$ cat src/rtl/d_alu_if.sv
// d_alu_if: operand/opcode/flag bundle between the dCPU control path and d_alu.
// The master drives operands, opcode and the flag-load strobe; the slave (ALU)
// returns the combinational result/flags and the registered flags.
interface d_alu_if;
  logic [7:0] a;
  logic [7:0] b;
  logic [3:0] op;
  logic       flags_load;
  logic [7:0] result;
  logic [3:0] flags;
  logic [3:0] flags_q;

  modport master (
    output a, b, op, flags_load,
    input  result, flags, flags_q
  );

  modport slave (
    input  a, b, op, flags_load,
    output result, flags, flags_q
  );
endinterface

$ cat src/rtl/d_alu.sv
// d_alu: 8-bit accumulator ALU with combinational result/flags and a
// load-enabled flag register.
// Flag layout: [0] ZERO, [1] CARRY, [2] NEG, [3] OVF.
// Build option: D_ALU_EXT_OPS_EN enables opcodes 3..10 (AND/OR/XOR/NOT/SHL/
// SHR/INC/DEC); without it only PASS/ADD/SUB exist and every other opcode,
// flags included, behaves as PASS.
module d_alu (
  input  logic    clk,
  input  logic    rst,
  d_alu_if.slave  bus
);

  localparam logic [3:0] OP_PASS = 4'd0;
  localparam logic [3:0] OP_ADD  = 4'd1;
  localparam logic [3:0] OP_SUB  = 4'd2;
`ifdef D_ALU_EXT_OPS_EN
  localparam logic [3:0] OP_AND  = 4'd3;
  localparam logic [3:0] OP_OR   = 4'd4;
  localparam logic [3:0] OP_XOR  = 4'd5;
  localparam logic [3:0] OP_NOT  = 4'd6;
  localparam logic [3:0] OP_SHL  = 4'd7;
  localparam logic [3:0] OP_SHR  = 4'd8;
  localparam logic [3:0] OP_INC  = 4'd9;
  localparam logic [3:0] OP_DEC  = 4'd10;
`endif

  logic [7:0] a, b;
  logic [8:0] sum9;
  logic [7:0] diff;
`ifdef D_ALU_EXT_OPS_EN
  logic [8:0] inc9;
  logic [7:0] dec8;
`endif

  logic [7:0] result;
  logic       carry;
  logic       ovf;
  logic [3:0] flags_d;
  logic [3:0] flags_q;

  assign a    = bus.a;
  assign b    = bus.b;
  assign sum9 = {1'b0, a} + {1'b0, b};
  assign diff = a - b;
`ifdef D_ALU_EXT_OPS_EN
  assign inc9 = {1'b0, a} + 9'd1;
  assign dec8 = a - 8'd1;
`endif

  // Opcode decode: result, carry and signed overflow; reserved codes fall to PASS.
  always_comb begin
    result = b;
    carry  = 1'b0;
    ovf    = 1'b0;
    case (bus.op)
      OP_PASS: result = b;
      OP_ADD: begin
        result = sum9[7:0];
        carry  = sum9[8];
        ovf    = (a[7] == b[7]) && (sum9[7] != a[7]);
      end
      OP_SUB: begin
        // CARRY means acc > operand (unsigned), matching JMPC/JMPNC semantics.
        result = diff;
        carry  = (a > b);
        ovf    = (a[7] != b[7]) && (diff[7] != a[7]);
      end
`ifdef D_ALU_EXT_OPS_EN
      OP_AND: result = a & b;
      OP_OR:  result = a | b;
      OP_XOR: result = a ^ b;
      OP_NOT: result = ~a;
      OP_SHL: begin
        result = {a[6:0], 1'b0};
        carry  = a[7];
      end
      OP_SHR: begin
        result = {1'b0, a[7:1]};
        carry  = a[0];
      end
      OP_INC: begin
        result = inc9[7:0];
        carry  = inc9[8];
        ovf    = ~a[7] && inc9[7];
      end
      OP_DEC: begin
        // Same "acc > operand" convention as SUB, with the operand fixed at 1.
        result = dec8;
        carry  = (a > 8'd1);
        ovf    = a[7] && ~dec8[7];
      end
`endif
      default: result = b;
    endcase
  end

  assign flags_d = {ovf, result[7], carry, (result == 8'd0)};

  // Flag register: reset wins over load, otherwise hold.
  always_ff @(posedge clk) begin
    if (rst)                 flags_q <= 4'b0000;
    else if (bus.flags_load) flags_q <= flags_d;
  end

  assign bus.result  = result;
  assign bus.flags   = flags_d;
  assign bus.flags_q = flags_q;

endmodule

$ cat src/flat_wrapper.sv
// flat-port wrapper written by rule: the top's interface ports become plain ports
module d_alu_flat 
  (clk, rst, bus_a, bus_b, bus_op, bus_flags_load, bus_result, bus_flags, bus_flags_q);
  d_alu_if bus_i ();
  input  logic clk;
  input  logic rst;
  input wire logic [$bits(bus_i.a)-1:0] bus_a;
  input wire logic [$bits(bus_i.b)-1:0] bus_b;
  input wire logic [$bits(bus_i.op)-1:0] bus_op;
  input wire logic [$bits(bus_i.flags_load)-1:0] bus_flags_load;
  output wire logic [$bits(bus_i.result)-1:0] bus_result;
  output wire logic [$bits(bus_i.flags)-1:0] bus_flags;
  output wire logic [$bits(bus_i.flags_q)-1:0] bus_flags_q;
  assign bus_i.a = bus_a;
  assign bus_i.b = bus_b;
  assign bus_i.op = bus_op;
  assign bus_i.flags_load = bus_flags_load;
  assign bus_result = bus_i.result;
  assign bus_flags = bus_i.flags;
  assign bus_flags_q = bus_i.flags_q;
  d_alu u_core (.clk(clk), .rst(rst), .bus(bus_i));
endmodule
$ cat config.mk
export PLATFORM = sky130hd
export DESIGN_NAME = d_alu_flat
export DESIGN_NICKNAME = d
export VERILOG_FILES = /design/src/rtl/d_alu_if.sv /design/src/rtl/d_alu.sv /design/src/flat_wrapper.sv
export SDC_FILE = /design/constraint.sdc
export NUM_CORES = 1
export LEC_CHECK = 0
export ABC_AREA = 1
export CORE_ASPECT_RATIO = 0.8
export CORE_MARGIN = 3
export CORE_UTILIZATION = 42
export CTS_CLUSTER_SIZE = 28
export DETAILED_ROUTE_END_ITERATION = 8
export PLACE_DENSITY = 0.78
export REMOVE_ABC_BUFFERS = 1
export SKIP_LAST_GASP = 1
export SLEW_MARGIN = 25
export SYNTH_ARGS = -nofsm -noshare
export SYNTH_HDL_FRONTEND = slang
export SYNTH_SLANG_ARGS = --single-unit
$ cat constraint.sdc
create_clock -name clk -period 1.7 [get_ports clk]
set_input_delay 0.17 -clock clk [delete_from_list [all_inputs] [get_ports clk]]
set_output_delay 0.17 -clock clk [all_outputs]
set_load 0.02 [all_outputs]
==> results of run 1 <==
-- through the flow --
| step | instances | cell area [um^2] | TNS [ns] | setup WS, ns | util [%] |
|---|---|---|---|---|---|
| floorplan | 198 | 1120 | -0.495 | -0.259 | - |
| global placement | 315 | 1870 | -13.45 | -1.17 | 73.5 |
| detailed placement | 315 | 1870 | -14.15 | -1.23 | 73.5 |
| CTS | 331 | 2310 | -0.940 | -0.332 | 91.0 |
-- timing repair --
item,4_1_cts
buffers inserted,16
setup endpoints to repair,16
pin swaps,57
resized for setup,229
-- synth_stat cells (2+ instances only) --
library cell / instances / area [um^2]
o21ai_0: 3 / 15.0
ha_1: 16 / 200
fa_1: 2 / 40.0
inv_1: 30 / 113
nand2_1: 53 / 199
buf_6: 2 / 22.5
a21oi_2: 3 / 26.3
nand3_2: 2 / 20.0
buf_4: 3 / 22.5
xnor2_1: 2 / 17.5
nand2_2: 4 / 25.0
a21oi_1: 8 / 40.0
nor2_1: 28 / 105
dfxtp_1: 4 / 80.1
nand3_1: 26 / 130
inv_2: 5 / 18.8
-- kinds of logic after synthesis --
family	after synthesis	share of synthesized area, %
compound gates	21	11.4
xor+xnor	3	2.25
fa+ha+maj	18	20.6
buf+inv	40	15.1
flops	4	6.87
simple gates	117	43.8
==> out/metrics.yaml, run 1 <==
lastStage: "global routing (5_1_grt)"
status: "stopped before the end"
place_hpwl_um: 3000
htreeDepth: 1
cts_hold_buf: 0
die_x_um: 64.9
ys.flop_type: "dfxtp_1"
synthCells: 203
grt-worst-endpoint: "bus_flags[0]"
synth.cell_area_mm2: 0.00117
fp.dieH_um: 53.1
clk_path_buf_depth: 2
error: "[ERROR DPL-0038] Utilization greater than 100%, impossible to legalize"
yosysUniqueCellTypes: 28
syn_avg_cell_area_um2: 5.74
cts_made_buffers: 3
ys_seq_area_share_pct: 6.87
yosysWarnings: 0
pin_count: 39
synth-edff-count: 0
synthArstFlopShare_pct: 0
ys_seq_elements: 4
rows: 16
grt_max_degree: 8
cts-root-buf: "clkbuf_4"
numPortBuffers: 38
cts.sinks: 4
gp_congestion: 0.912
initial_core_util_pct: 45.9
worst-ep-kind: "output port"
==> inputs of run 2 (changes only) <==
--- a/config.mk
+++ b/config.mk
@@ -6,12 +6,10 @@
 export NUM_CORES = 1
 export LEC_CHECK = 0
 export ABC_AREA = 1
-export CORE_ASPECT_RATIO = 0.8
-export CORE_MARGIN = 3
-export CORE_UTILIZATION = 42
-export CTS_CLUSTER_SIZE = 28
+export CORE_AREA = 3 3 64 66
 export DETAILED_ROUTE_END_ITERATION = 8
-export PLACE_DENSITY = 0.78
+export DIE_AREA = 0 0 67 69
+export PLACE_DENSITY_LB_ADDON = 0.15
 export REMOVE_ABC_BUFFERS = 1
 export SKIP_LAST_GASP = 1
 export SLEW_MARGIN = 25
==> constraint.sdc (replaced) <==
create_clock -name clk -period 2.2 [get_ports clk]
set_input_delay 0.22 -clock clk [delete_from_list [all_inputs] [get_ports clk]]
set_output_delay 0.22 -clock clk [all_outputs]
set_load 0.02 [all_outputs]
==> run 2 against run 1 <==
Effect of this change:
- the run now ends clean
- synthesized cell count unchanged
- synthesized area unchanged
==> out/metrics.yaml, run 2 <==
rrSetupSlack_ns: 1.54
wire_per_inst_um: 10.4
r2r-end: "u_core.bus.flags_q[3]"
die_x_um: 67
synthCells: 203
synthArstFlopShare_pct: 0
leakagePower_uw: 0.00118
n_antenna_cell: 0
drv_slew: 0
fin_area_mm2: 0.00220
fin_hold_ws_ns: 0.520
syn2layout_area_growth_pct: 88.3
start_kind: "input pin"
largest_reg_flops: 4
synth_top_cell_area_share_pct: 17.2
rows: 22
r2r_start: "u_core.bus.flags_q[3]"
arrival_ns: 1.97
min_delay_worst_endpoint: "u_core.bus.flags_q[0]"
grt.total_usage_pct: 15.9
hold_violations: 0
dpl_cell_area_mm2: 0.00194
drtPass1Iterations: 4
drv_cap: 0
drt_iter0_drc: 63
htreeDepth: 1
clk_pin_slew_ns: 0.03
cp-end-kind: "primary output"
drc: 0
final_common_cell: "buf_4"
min_delay_path_depth: 2
status: "finished clean"
ys.flop_type: "dfxtp_1"
synth_most_common_cell: "nand2_1"
hold_class: "flip-flop to flip-flop"
syn_avg_cell_area_um2: 5.74
vias: 1514
cts_made_buffers: 3
pin_count: 39
nets: 337
synth-edff-count: 0
grt_pass1_wl_um: 6050
fp.dieH_um: 69
tns_ns: 0
top_register: "u_core.bus.flags_q"
cts.sinks: 4
critPathKind: "input pin to primary output"
clock_latency_ns: 0.22
via_per_inst: 4.43
initial_core_util_pct: 32.1
grt_setup_unrepaired: "true"
ys_seq_elements: 4
worst-path-max-fanout: 2
yosysWarnings: 0
antenna_found_initial: 0
cts_tree: "built"
required_ns: 1.98
reg_top3: "u_core.bus.flags_q x4"
core_mm2: 0.00363
fin_crit_sh_pct: 99.6
r2r_cells: 4
dieArea_mm2: 0.00462
fin_skew_ns: 0
period_needed_ns: 2.19
grt_max_degree: 8
maxSlewHeadroom_pct: 82.1
synthTopCellsByArea: "ha_1 (17%), nand2_1 (17%), nand3_1 (11%)"
power.density_mw_per_mm2: 325
overflow: 0
final_cell_mix: "buf_4 (55), nand2_1 (45), inv_1 (21), nand3_1 (21), nor2_1 (17)"
ir_drop_uv: 136
clock.fmax_ghz: 0.457
finalSetupViolCount: 0
yosysUniqueCellTypes: 28
ys_top_cells_by_count: "nand2_1 (53), inv_1 (30), nor2_1 (28)"
numPortBuffers: 38
place_hpwl_um: 2790
drive_gt1_share_pct: 47.3
clk_path_buf_depth: 2
grt_pass1_vias: 1480
gp_congestion: 0.878
yosysTopAreaCell: "ha_1"
detail-route-antenna-nets: 0
synth.cell_area_mm2: 0.00117
tightestPinTransition_ns: 0.268
hold_start: "u_core.bus.flags_q[0]"
drt_wl_total_um: 3560
cts-root-buf: "clkbuf_8"
ys_seq_area_share_pct: 6.87
run 2: cell counts after synthesis:
Identical to the previous run, type by type.
run 2: metal layers:
metal / track usage, % / vias up / wire length, um
met3: 2.44 / 4 / 136
met1: 21.3 / 655 / 1670
met5: 0 / - / 0
met4: 2.93 / 0 / 37
li1: - / 824 / -
met2: 26.7 / 31 / 1720
run 2: final cells by class:
| class | count | area [um^2] |
|---|---|---|
| repair buffers | 93 | 751 |
| flip-flops and latches | 4 | 80.1 |
| well taps | 48 | 60.1 |
| multi-input cells | 159 | 1130 |
| clock buffers | 3 | 41.3 |
| fillers | 370 | 1440 |
| inverters | 35 | 131 |
run 2: cell families after synthesis:
group / after synthesis / share of synthesized area (%)
AOI/OAI and AO/OA: 21 / 11.4
and+or+nand+nor: 117 / 43.8
DFF: 4 / 6.87
adders and majority gates: 18 / 20.6
buffers and inverters: 40 / 15.1
xor gates and xnor gates: 3 / 2.25
run 2: how the worst max path moves through the flow:
stage	from	end	slack, ns	depth (start not counted)
6_report	bus_b[1]	bus_flags[0]	0.01	13
3_5_place_dp	bus_a[0]	bus_flags[0]	-0.85	15
2_1_floorplan	bus_b[6]	bus_flags[0]	0.14	12
3_3_place_gp	bus_a[0]	bus_flags[0]	-0.85	15
4_1_cts	bus_b[6]	bus_flags[0]	-0.07	14
5_1_grt	bus_a[0]	bus_flags[0]	-0.12	15
run 2: timing repair:
action	in CTS	in global routing
gates cloned	0	0
buffers inserted	4	1
hold buffers	0	0
endpoints found under the setup margin	13	12
pin swaps	20	17
resized for setup	76	49
run 2: worst max-delay path, cell delays in order:
cell	delay, ns
dlygate4sd2_1	0.25
buf_4	0.14
fa_2	0.46
nand3_2	0.08
nand2_1	0.07
nor2_2	0.13
nand2_1	0.08
nor2_2	0.11
nand3_2	0.12
nor2_4	0.10
nand2_2	0.07
inv_2	0.05
buf_6	0.10
run 2: per-stage QoR:
| step | std cells | utilization [%] | setup WS [ns] | total power [uW] |
|---|---|---|---|---|
| 6_report | 342 | 60.4 | 0.00983 | 714 |
| 5_1_grt | 342 | 60.4 | -0.125 | 775 |
| 4_1_cts | 341 | 57.3 | -0.0739 | 681 |
| 3_5_place_dp | 334 | 53.3 | -0.855 | 498 |
| 3_3_place_gp | 334 | 53.3 | -0.852 | 498 |
| 2_1_floorplan | 198 | - | 0.141 | 287 |
run 2: power breakdown:
group	switching, uW	leakage, uW	total (uW)	internal, uW
clock	38.1	0.0000216	155	117
combinational	240	0.00112	480	239
sequential	1.91	0.0000330	79.3	77.4
total	280	0.00118	714	433
(Power assumes the default switching activity.)
